**config.mk**
```make
export PLATFORM = sky130hd
export DESIGN_NAME = d_cache_ctrl
export DESIGN_NICKNAME = d
export VERILOG_FILES = /design/src/rtl/d_cache_pkg.sv /design/src/rtl/d_cache_array.sv /design/src/rtl/d_cache_ctrl.sv
export SDC_FILE = /design/constraint.sdc
export NUM_CORES = 1
export LEC_CHECK = 0
export BUFFER_PORTS_ARGS = -buffer_cell sky130_fd_sc_hd__buf_2
export CAP_MARGIN = 25
export CORE_ASPECT_RATIO = 0.7
export CORE_MARGIN = 8
export CORE_UTILIZATION = 45
export CTS_CLUSTER_DIAMETER = 150
export CTS_CLUSTER_SIZE = 20
export DETAILED_ROUTE_END_ITERATION = 16
export HOLD_SLACK_MARGIN = 0.08
export SLEW_MARGIN = 30
export SYNTH_ARGS = -nofsm -noshare
export SYNTH_HDL_FRONTEND = slang
export SYNTH_HIERARCHICAL = 1
export SYNTH_SLANG_ARGS = --single-unit
```
**constraint.sdc**
```tcl
create_clock -name clk -period 4.1 [get_ports clk]
set_input_delay 0.82 -clock clk [delete_from_list [all_inputs] [get_ports clk]]
set_output_delay 0.82 -clock clk [all_outputs]
set_load 0.03 [all_outputs]
```
**src/rtl/d_cache_pkg.sv**
```systemverilog
// Shared geometry, FSM state encoding and line payload for the data cache controller.
package d_cache_pkg;

    localparam int unsigned TAG_W  = 8;
    localparam int unsigned IDX_W  = 5;
    localparam int unsigned LINES  = 32;
    localparam int unsigned WORD_W = 16;
    localparam int unsigned ADDR_W = TAG_W + IDX_W;

    typedef enum logic [1:0] {
        IDLE = 2'd0,
        WB   = 2'd1,
        FILL = 2'd2,
        DONE = 2'd3
    } state_e;

    // One cache line as seen by the array's read and write ports.
    typedef struct packed {
        logic              valid;
        logic              dirty;
        logic [TAG_W-1:0]  tag;
        logic [WORD_W-1:0] data;
    } line_t;

endpackage

```
**src/rtl/d_cache_array.sv**
```systemverilog
// Line storage for the direct-mapped cache: one write port, one async read port.
module d_cache_array
    import d_cache_pkg::*;
(
    input  logic             clk,
    input  logic             rst_n,
    input  logic [IDX_W-1:0] rd_idx,
    output line_t            rd_line,
    input  logic             wr_en,
    input  logic [IDX_W-1:0] wr_idx,
    input  line_t            wr_line
);

    logic [LINES-1:0]  valid_q;
    logic [LINES-1:0]  dirty_q;
    logic [TAG_W-1:0]  tag_q  [LINES];
    logic [WORD_W-1:0] data_q [LINES];

    // Status bits are cleared by reset so every line starts invalid and clean.
    always_ff @(posedge clk or negedge rst_n) begin
        if (!rst_n) begin
            valid_q <= '0;
            dirty_q <= '0;
        end else if (wr_en) begin
            valid_q[wr_idx] <= wr_line.valid;
            dirty_q[wr_idx] <= wr_line.dirty;
        end
    end

    // Tag and data payload carry no reset; they are qualified by valid.
    always_ff @(posedge clk) begin
        if (wr_en) begin
            tag_q[wr_idx]  <= wr_line.tag;
            data_q[wr_idx] <= wr_line.data;
        end
    end

    // Asynchronous read of the addressed line.
    always_comb begin
        rd_line       = '0;
        rd_line.valid = valid_q[rd_idx];
        rd_line.dirty = dirty_q[rd_idx];
        rd_line.tag   = tag_q[rd_idx];
        rd_line.data  = data_q[rd_idx];
    end

endmodule

```
**src/rtl/d_cache_ctrl.sv**
```systemverilog
// Direct-mapped write-back write-allocate data cache controller, one word per line.
module d_cache_ctrl
    import d_cache_pkg::*;
(
    input  logic              clk,
    input  logic              rst_n,
    input  logic [ADDR_W-1:0] cpu_addr,
    input  logic              cpu_re,
    input  logic              cpu_we,
    input  logic [WORD_W-1:0] cpu_wdata,
    output logic [WORD_W-1:0] cpu_rdata,
    output logic              stall,
    output logic [ADDR_W-1:0] mem_addr,
    output logic              mem_re,
    output logic              mem_we,
    output logic [WORD_W-1:0] mem_wdata,
    input  logic [WORD_W-1:0] mem_rdata
);

    state_e           state;
    state_e           state_nxt;
    logic [IDX_W-1:0] idx;
    logic [TAG_W-1:0] tag;
    logic             req;
    logic             hit;
    line_t            rd_line;
    logic             wr_en;
    line_t            wr_line;

    assign idx = cpu_addr[IDX_W-1:0];
    assign tag = cpu_addr[ADDR_W-1:IDX_W];
    assign req = cpu_re ^ cpu_we;
    assign hit = req & rd_line.valid & (rd_line.tag == tag);

    d_cache_array u_array (
        .clk     (clk),
        .rst_n   (rst_n),
        .rd_idx  (idx),
        .rd_line (rd_line),
        .wr_en   (wr_en),
        .wr_idx  (idx),
        .wr_line (wr_line)
    );

    // State register; reset aborts any write-back or fill in flight.
    always_ff @(posedge clk or negedge rst_n) begin
        if (!rst_n) begin
            state <= IDLE;
        end else begin
            state <= state_nxt;
        end
    end

    // Next state, memory strobes and array write; strobes decode from state so they drop with reset.
    always_comb begin
        state_nxt = state;
        stall     = 1'b0;
        mem_re    = 1'b0;
        mem_we    = 1'b0;
        mem_addr  = cpu_addr;
        mem_wdata = '0;
        cpu_rdata = '0;
        wr_en     = 1'b0;
        wr_line   = '0;

        case (state)
            IDLE, DONE: begin
                if (hit) begin
                    if (cpu_re) begin
                        cpu_rdata = rd_line.data;
                    end else begin
                        wr_en         = 1'b1;
                        wr_line.valid = 1'b1;
                        wr_line.dirty = 1'b1;
                        wr_line.tag   = tag;
                        wr_line.data  = cpu_wdata;
                    end
                end
                if (state == DONE) begin
                    state_nxt = IDLE;
                end else if (req && !hit) begin
                    stall     = 1'b1;
                    state_nxt = (rd_line.valid && rd_line.dirty) ? WB : FILL;
                end
            end
            WB: begin
                stall     = 1'b1;
                mem_we    = 1'b1;
                mem_addr  = {rd_line.tag, idx};
                mem_wdata = rd_line.data;
                state_nxt = FILL;
            end
            FILL: begin
                stall         = 1'b1;
                mem_re        = 1'b1;
                wr_en         = 1'b1;
                wr_line.valid = 1'b1;
                wr_line.dirty = 1'b0;
                wr_line.tag   = tag;
                wr_line.data  = mem_rdata;
                state_nxt     = DONE;
            end
            default: begin
                state_nxt = IDLE;
            end
        endcase
    end

endmodule

```
* Yosys cells after proc, flatten, opt, wreduce, memory -nomap -nowiden
Memories as Yosys holds them, arrays and structs flattened. Cells that the tools add are included.
Cells by class: order comparisons 2, reductions and logical operators 7, bitwise gates (word level) 3, equal/unequal tests 5, muxes and demuxes 30
Operators by type and width (count):
- $bwmux W32 | 2
- $mux W16 | 4
- $mux W26 | 2
- $pmux W26 S2 | 1
- $mux W13 | 1
- $mux W1 | 11
- $bmux W1 S5 | 2
- $eq A8 B8 Y1 | 1
- $lt A5 B6 Y1 const B | 1
- $mux W2 | 3
- $pmux W2 S3 | 1
- $demux W1 S5 | 1
- $ge A5 B1 Y1 const B | 1
- $eq A2 B2 Y1 const B | 2
- $pmux W1 S2 | 2
- $reduce_or A2 Y1 | 2
- $logic_and A1 B1 Y1 | 3
- $ne A3 B3 Y1 const B | 1
- $and A1 B1 Y1 | 2
- $eq A2 B1 Y1 const B | 1
- $logic_not A2 Y1 | 1
- $logic_not A1 Y1 | 1
- $xor A1 B1 Y1 | 1
Storage, ports and cells: output and inout bits 48, flip-flop bits (word level) 66, logic and storage cells 52, RAM bits 768, input port bits 49, memories 2
Memory list:
- u_array.data_q | depth 32, bits a word 16, read ports 1, clocked after Yosys merged registers in 0, write ports 1, RTL line d_cache_array.sv:17 | logic [WORD_W-1:0] data_q [LINES];
- u_array.tag_q | depth 32, bits a word 8, read ports 1, clocked after Yosys merged registers in 0, write ports 1, RTL line d_cache_array.sv:16 | logic [TAG_W-1:0] tag_q [LINES];

* Depth between registers and ports, before layout
Gate-level depths: netlist of run 1.
depth after elaboration 9, mapped depth 16, gate-level depth less buffers 12

* Modules after synthesis
The synthesis of run 1 kept the hierarchy.
By module, submodules not included:
- d_cache_array | area each 33001.7 um^2, instances 1, cells an instance 1892
- d_cache_ctrl | area each 1053.5 um^2, instances 1, cells an instance 152

* Least setup slack after synthesis of run 1
No wires, ideal clock.
path kind input to register, from input cpu_addr[0], to register u_array.dirty_q[14], path buffers 4, arrival 4840 ps, stages 15, data required time 3975 ps, path slack -864 ps, cells stage by stage buf_4 > buf_6 > buf_4 > mux2i_1 > a21oi_1 > a31oi_1 > nand3_1 > xor2_1 > nor4_4 > nand4_4 > buf_6 > nand2_1 > nand3b_1 > nor2_1 > mux2_2
RTL lines:
- start, declared | RTL line d_cache_ctrl.sv:7 | input logic [ADDR_W-1:0] cpu_addr,
- end signal, assigned by index | RTL line d_cache_array.sv:26 | dirty_q[wr_idx] <= wr_line.dirty;
- end, declared | RTL line d_cache_array.sv:15 | logic [LINES-1:0] dirty_q;

==> impl_metrics.csv, run 1 <==
group,metric,value,unit
pwr,p_int,0.0138,W
critical_path,cp_cell_sequence,"buf_12 -> nor2_4 -> buf_12 -> buf_12 -> a22o_1 -> nor3_1 -> a31oi_1 -> nand3_1 -> xor2_1 -> nor4_4 -> buf_4 -> and4_4 -> buf_12 -> and2_4 -> buf_6",
global_route,overflow,0,
layout,fin_area,0.0406,mm²
layout,num_antenna_cells,0,
floorplan,die_w,345,µm
critical_path,r2r_end,"u_array/data_q[4][13]",
critical_path,r2r-start,"u_array/tag_q[1][4]",
cts,clock-sinks,834,
pwr,p_switching,0.00496,W
critical_path,reg2reg_slack,620,ps
layout,drive_gt1_frac,0.247,
placed_design,dp_hpwl,57.4,mm
cts,path_clk_slew,90,ps
outcome,violations,"negative setup slack",
timing,hold_viol,0,
cts,cts_root_buffer,"clkbuf_16",
floorplan,die_area,0.0849,mm²
timing,fin_skew,15.2,ps
timing,tightest_slew,807,ps
drt,dr.first_iter.drc_count,1957,
synthesis,synthCells,2044,
pwr,pwr-share-seq,0.559,
global_route,grtUsageTotal,0.213,
global_route,grt_max_degree,62,
placed_design,port_buffers,96,
cts,clk_path_buf_depth,3,
critical_path,rr_worst_depth,14,
placed_design,globalplace.congestion,0.816,
synthesis,ys_seq_area_frac,0.726,
floorplan,start_util,0.454,
outcome,outcome,"complete, but fails checks",
timing,layout_min_cycle_time,4270,ps
cts,tritoncts,"yes",
floorplan,ios,97,
pwr,ir_drop,415,µV
drt,wl,92.2,mm
critical_path,crit_required,3280,ps
timing,rsz0062_at_grt,"true",
timing,fin_ws,-175,ps
synthesis,synth_cell_types,51,
floorplan,die_y,246,µm
drt,routedWlPerCell,27.5,µm
cts,clock_latency,620,ps
layout,area_growth_syn_to_layout,19.2,%
drt,firstDrtPassIters,5,
pwr,p_leak,15.0,nW
floorplan,core_area,0.0750,mm²
synthesis,synth_edf_count,768,
drt,drc,0,
floorplan,num_rows,84,
critical_path,slowest_delay,340,ps
critical_path,cp_max_fo,7,
synthesis,yosysWarnings,6,
synthesis,syn-cell-area,0.0341,mm²
global_route,grt_pass1_wl,133,mm
pwr,power_density,462,mW/mm²
layout,fillers,5975,
critical_path,crit_arrival,3450,ps
cts,cts_max_level,2,
critical_path,crit_path_start_kind,"input port",
pwr,swShare,0.264,
timing,slew-limit-headroom,0.462,
pwr,pwr-share-clk,0.259,
critical_path,cp_common_cell,"buf_12",
synthesis,yosys_most_used_dff,"edfxtp_1",
timing,finalMaxSlewViolations,0,
critical_path,cp-end-kind,"output pin",
synthesis,synth_area_per_cell,16.7,µm²
drt,route.vias.total,19200,
global_route,grt_pass1_vias,19300,
timing,period_share,1.04,
drt,via_per_inst,5.73,
critical_path,cp_slowest_cell,"and4_4",
job,maxCapViolations,0,
pwr,p_total,0.0188,W
synthesis,yosys_register_bits,834,
synthesis,async_flop_share,0.0791,
layout,multi_input_area,0.00904,mm²
min_path,min_path_type,"in -> async",
global_route,antenna_found_initial,2,
synthesis,syn_nets,2097,
timing,fmax,234,MHz
layout,seq_area,0.0247,mm²
pwr,comb_power_share,0.182,
critical_path,critPathKind,"in -> out",
placed_design,place_area,0.0384,mm²
layout,num-nets-final,2393,
drt,ant_nets,0,
cts,cts_inserted_buffers,47,
timing,setup_viol,18,
[flip-flops by register name (all words and copies together), names as in the netlist]
register         cells
u_array/tag_q      256
u_array/valid_q     32
u_array/data_q     512
u_array/dirty_q     32
state                2
[cells in the mapped netlist (all sizes together) (27+ instances only)]
cell,count,share of area
a22o,52,0.013
edfxtp,768,0.68
nand3,80,0.012
mux2i,416,0.12
a31oi,27,0.0050
a22oi,78,0.017
a21oi,78,0.011
buf,86,0.019
dfrtp,66,0.048
nor2,36,0.0063
mux2,72,0.024
nand2,100,0.011
and2,34,0.0068
clkbuf,39,0.0043
[metrics by stage]
step | instances | TNS, ps | utilization | setup WS, ps | hold WS [ps]
after global placement | 3233 | -433270 | 0.511 | -544 | 466
after floorplan | 2044 | -282430 | - | -367 | 457
after CTS | 3344 | -2000 | 0.540 | -128 | 187
after global routing | 3346 | -4430 | 0.541 | -273 | 206
final | 3346 | -2630 | 0.541 | -175 | 210
after detailed placement | 3234 | -425620 | 0.511 | -542 | 479
[power groups by stage]
stage / combinational, W / clock [W] / sequential [W]
CTS: 0.00340 / 0.00496 / 0.0105
detailed placement: 0.00325 / 0 / 0.0107
floorplan: 0.00166 / 0 / 0.0107
finish: 0.00341 / 0.00485 / 0.0105
global placement: 0.00316 / 0 / 0.0107
global route: 0.00363 / 0.00523 / 0.0105
[worst max-delay path by stage]
stage / slack (ps) / start / depth (start not counted) / to
2_1_floorplan: -370 / cpu_addr[0] / 12 / u_array/data_q[0][0]
3_3_place_gp: -540 / cpu_addr[1] / 18 / u_array/data_q[4][11]
3_5_place_dp: -540 / cpu_addr[1] / 18 / u_array/data_q[4][11]
4_1_cts: -130 / cpu_addr[2] / 15 / cpu_rdata[3]
5_1_grt: -270 / cpu_addr[2] / 15 / cpu_rdata[6]
6_report: -170 / cpu_addr[2] / 15 / cpu_rdata[6]
[per-layer routing]
layer  global-route usage  wire length (µm)
met2                0.321             40900
met1                0.323             42700
met3               0.0428              7240
met4               0.0366              1260
met5                    0                 0
[cell type report]
cell class	instances	share of cell area
Clock buffer	64	0.0316
Clock inverter	2	0.000709
Inverter	19	0.00176
Multi-Input combinational cell	1067	0.223
Sequential cell	834	0.609
Tap cell	989	0.0305
Timing Repair Buffer	371	0.104
[worst max-delay path: cells and delay by family]
family | cells | cell delay, ps
AND/OR/NAND/NOR | 6 | 1200
buffers and inverters | 6 | 860
XOR/XNOR | 1 | 210
AO/OA/AOI/OAI | 2 | 340
[placed cells by master (no fill, tap or decap), types with 5 or more instances in the layout]
master / synthesis / routed
nand2_1: 100 / 99
nand3_2: 0 / 6
nor2_4: 7 / 34
mux2i_1: 416 / 416
buf_4: 33 / 155
buf_12: 0 / 95
and2_1: 18 / 17
mux2_1: 34 / 20
o21ai_2: 0 / 13
and2_2: 16 / 10
a22oi_1: 78 / 78
a22o_1: 52 / 52
buf_2: 29 / 74
mux2_4: 0 / 35
nand3_1: 80 / 73
a31oi_1: 27 / 23
dfrtp_1: 66 / 66
buf_16: 0 / 10
and2_4: 0 / 8
clkbuf_1: 39 / 15
a21oi_1: 78 / 78
edfxtp_1: 768 / 768
clkbuf_16: 0 / 50
mux2_2: 38 / 17
nand3b_1: 5 / 5
buf_6: 23 / 31
a21boi_2: 0 / 5
nor3_1: 26 / 21
inv_1: 19 / 19
[timing repair]
item / 4_1_cts / 5_1_grt
pin swaps: 27 / 6
gates cloned: 7 / 1
endpoints found under the setup margin: 27 / 25
hold buffers: 0 / 0
resized for setup: 98 / 13
buffers inserted: 37 / 2
[cell families (layout without fill, tap and decap cells)]
| group | count (synthesis) | count (layout) | synth area share |
|---|---|---|---|
| flops | 834 | 834 | 0.726 |
| mux | 488 | 488 | 0.146 |
| simple gates | 300 | 301 | 0.0460 |
| compound gates | 265 | 265 | 0.0526 |
| buf+inv | 144 | 456 | 0.0256 |
| xor+xnor | 9 | 9 | 0.00254 |
| fa+ha+maj | 4 | 4 | 0.00147 |
No activity file was read; power rests on OpenSTA's default activity.
==> inputs of run 2 (changes only) <==
Clock period 4.1 ns to 4.2 ns, I/O delays scaled along.
==> run 2 against run 1 <==
Effect of this change:
- the flow still finishes with violations (negative setup slack)
- global-route usage is 0.39 points lower
- sequential power hardly changed
- final cell count is 0.36% higher
- flip-flop and latch count stayed put
- die area stayed put
- utilization is 0.26 points higher
- design area is 0.48% higher
- clock skew is 13 ps higher
- non-clock buffer count is 15 higher
- register-to-register slack hardly changed
- clock power is 4% lower
- critical path type unchanged
- critical endpoint is now stall
- largest power group unchanged
==> impl_metrics.csv, run 2 (synthesized netlist as in run 1, its figures left out) <==
group,metric,value,unit
critical_path,slowest_delay,310,ps
placed_design,place_area,0.0384,mm²
outcome,outcome,"complete, but fails checks",
critical_path,cp_max_fo,5,
timing,fin_ws,-4.58,ps
timing,period_share,1.00,
drt,wl,90.6,mm
cts,cts_inserted_buffers,47,
layout,multi_input_area,0.00916,mm²
layout,regMostFlops,"u_array/data_q",
critical_path,crit_arrival,3360,ps
pwr,ir_drop,302,µV
global_route,grt_pass1_vias,19100,
layout,seq_area,0.0247,mm²
cts,clock_latency,650,ps
timing,fin_skew,28.7,ps
timing,slew-limit-headroom,0.461,
drt,routedWlPerCell,27.0,µm
floorplan,ios,97,
cts,clock-sinks,834,
global_route,grt_max_degree,60,
drt,ant_nets,0,
drt,dr.first_iter.drc_count,1734,
pwr,p_leak,15.1,nW
layout,num-nets-final,2407,
floorplan,die_area,0.0849,mm²
placed_design,port_buffers,96,
timing,fin_setup_tns,-4.58,ps
critical_path,cp_slowest_cell,"o31ai_4",
layout,fillers,5947,
critical_path,cp_common_cell,"buf_4",
cts,clk_path_buf_depth,3,
critical_path,crit_path_start_kind,"input port",
drt,route.vias.total,19200,
floorplan,start_util,0.454,
cts,path_clk_slew,90,ps
layout,reg_top3,"u_array/data_q (512), u_array/tag_q (256)",
timing,tightest_slew,808,ps
drt,drc,0,
layout,largest_register_ffs,512,
timing,setup_viol,1,
timing,fmax,238,MHz
timing,rsz0062_at_grt,"true",
placed_design,globalplace.congestion,0.820,
outcome,violations,"negative setup slack",
cts,cts_max_level,2,
global_route,antenna_found_initial,0,
critical_path,crit_required,3360,ps
global_route,grtUsageTotal,0.209,
global_route,grt_pass1_wl,131,mm
layout,final_common_cell,"edfxtp_1",
floorplan,die_w,345,µm
pwr,power_density,447,mW/mm²
global_route,overflow,0,
layout,drive_gt1_frac,0.257,
cts,tritoncts,"yes",
job,maxCapViolations,0,
layout,area_growth_syn_to_layout,19.8,%
timing,hold_viol,0,
floorplan,die_y,246,µm
layout,num_antenna_cells,0,
layout,fin_area,0.0408,mm²
min_path,min_path_type,"in -> async",
placed_design,dp_hpwl,57.3,mm
critical_path,cp_cell_sequence,"buf_12 -> nor2b_4 -> buf_12 -> clkbuf_16 -> buf_4 -> buf_4 -> a22o_1 -> nor3_1 -> a31oi_1 -> nand3_2 -> and4_4 -> buf_4 -> and3_4 -> o31ai_4 -> buf_6",
layout,final_cell_mix,"edfxtp_1 (768), mux2i_1 (412), buf_4 (166)",
timing,finalMaxSlewViolations,0,
critical_path,cp-end-kind,"output pin",
drt,via_per_inst,5.73,
floorplan,core_area,0.0750,mm²
drt,firstDrtPassIters,5,
timing,layout_min_cycle_time,4200,ps
floorplan,num_rows,84,
cts,cts_root_buffer,"clkbuf_16",
critical_path,critPathKind,"in -> out",
[run 2: cell types whose count changed in the layout (fill, tap and decap cells not counted), moves of 3 or more]
cell / previous run / this run
mux2i_1: 416 / 412
a22oi_1: 78 / 73
buf_4: 155 / 166
a31oi_4: 0 / 3
and2_4: 8 / 16
and2_2: 10 / 2
buf_6: 31 / 27
buf_8: 2 / 9
a22oi_2: 0 / 5
[run 2: timing repair]
action                                  in CTS  in global routing
buffers inserted                            31                 13
endpoints found under the setup margin      19                 24
gates cloned                                 5                  3
gates resized for setup                    104                 48
pin swaps                                   16                 29
hold buffers                                 0                  0
[run 2: metal layers]
| layer | up-vias | global-route usage | part of all wire | wire length [µm] |
|---|---|---|---|---|
| met2 | 692 | 0.311 | 0.44 | 39900 |
| met5 | - | 0.0139 | 0 | 0 |
| met3 | 107 | 0.0463 | 0.082 | 7440 |
| met1 | 9926 | 0.312 | 0.46 | 41500 |
| li1 | 8522 | - | - | - |
| met4 | 0 | 0.0480 | 0.019 | 1760 |
[run 2: where the power goes]
group,total (W),internal [W],switching [W]
clock,0.00468,0.00207,0.00261
combinational,0.00331,0.00120,0.00211
sequential,0.0102,0.0101,0.000118
[run 2: critical path, delay by kind of cell]
kind	cells	cell delay (ps)
AOI/OAI and AO/OA	3	650
buffers and inverters	7	970
and+or+nand+nor	5	870
[run 2: worst paths after layout]
check                                          from                   to  slack (ps)  depth (start not counted)
worst max register to register  u_array/tag_q[6][7]  u_array/valid_q[30]         610                         18
max in group asynchronous                     rst_n   u_array/valid_q[4]        2930                          2
min in group clk                 u_array/dirty_q[4]   u_array/dirty_q[4]         490                          1
worst max-delay path                    cpu_addr[2]                stall          -5                         15
worst min register to register   u_array/dirty_q[4]   u_array/dirty_q[4]         490                          1
worst min-delay path                          rst_n  u_array/valid_q[24]         290                          1
[run 2: per-stage QoR]
stage	cells	setup WS, ps	utilization	hold slack (ps)	total power [W]
6_report	3358	-4.58	0.544	294	0.0182
2_1_floorplan	2044	-287	-	457	0.0121
3_5_place_dp	3247	-423	0.511	474	0.0136
4_1_cts	3346	-26.1	0.539	285	0.0183
5_1_grt	3358	-60.8	0.544	315	0.0189
3_3_place_gp	3247	-389	0.511	466	0.0135
[run 2: final cells by class]
type                            instances  share of cell area
Tap cell                              989              0.0303
Sequential cell                       834               0.606
Clock buffer                           60              0.0300
Timing Repair Buffer                  386               0.106
Clock inverter                          4             0.00156
Multi-Input combinational cell       1066               0.225
Inverter                               19             0.00175
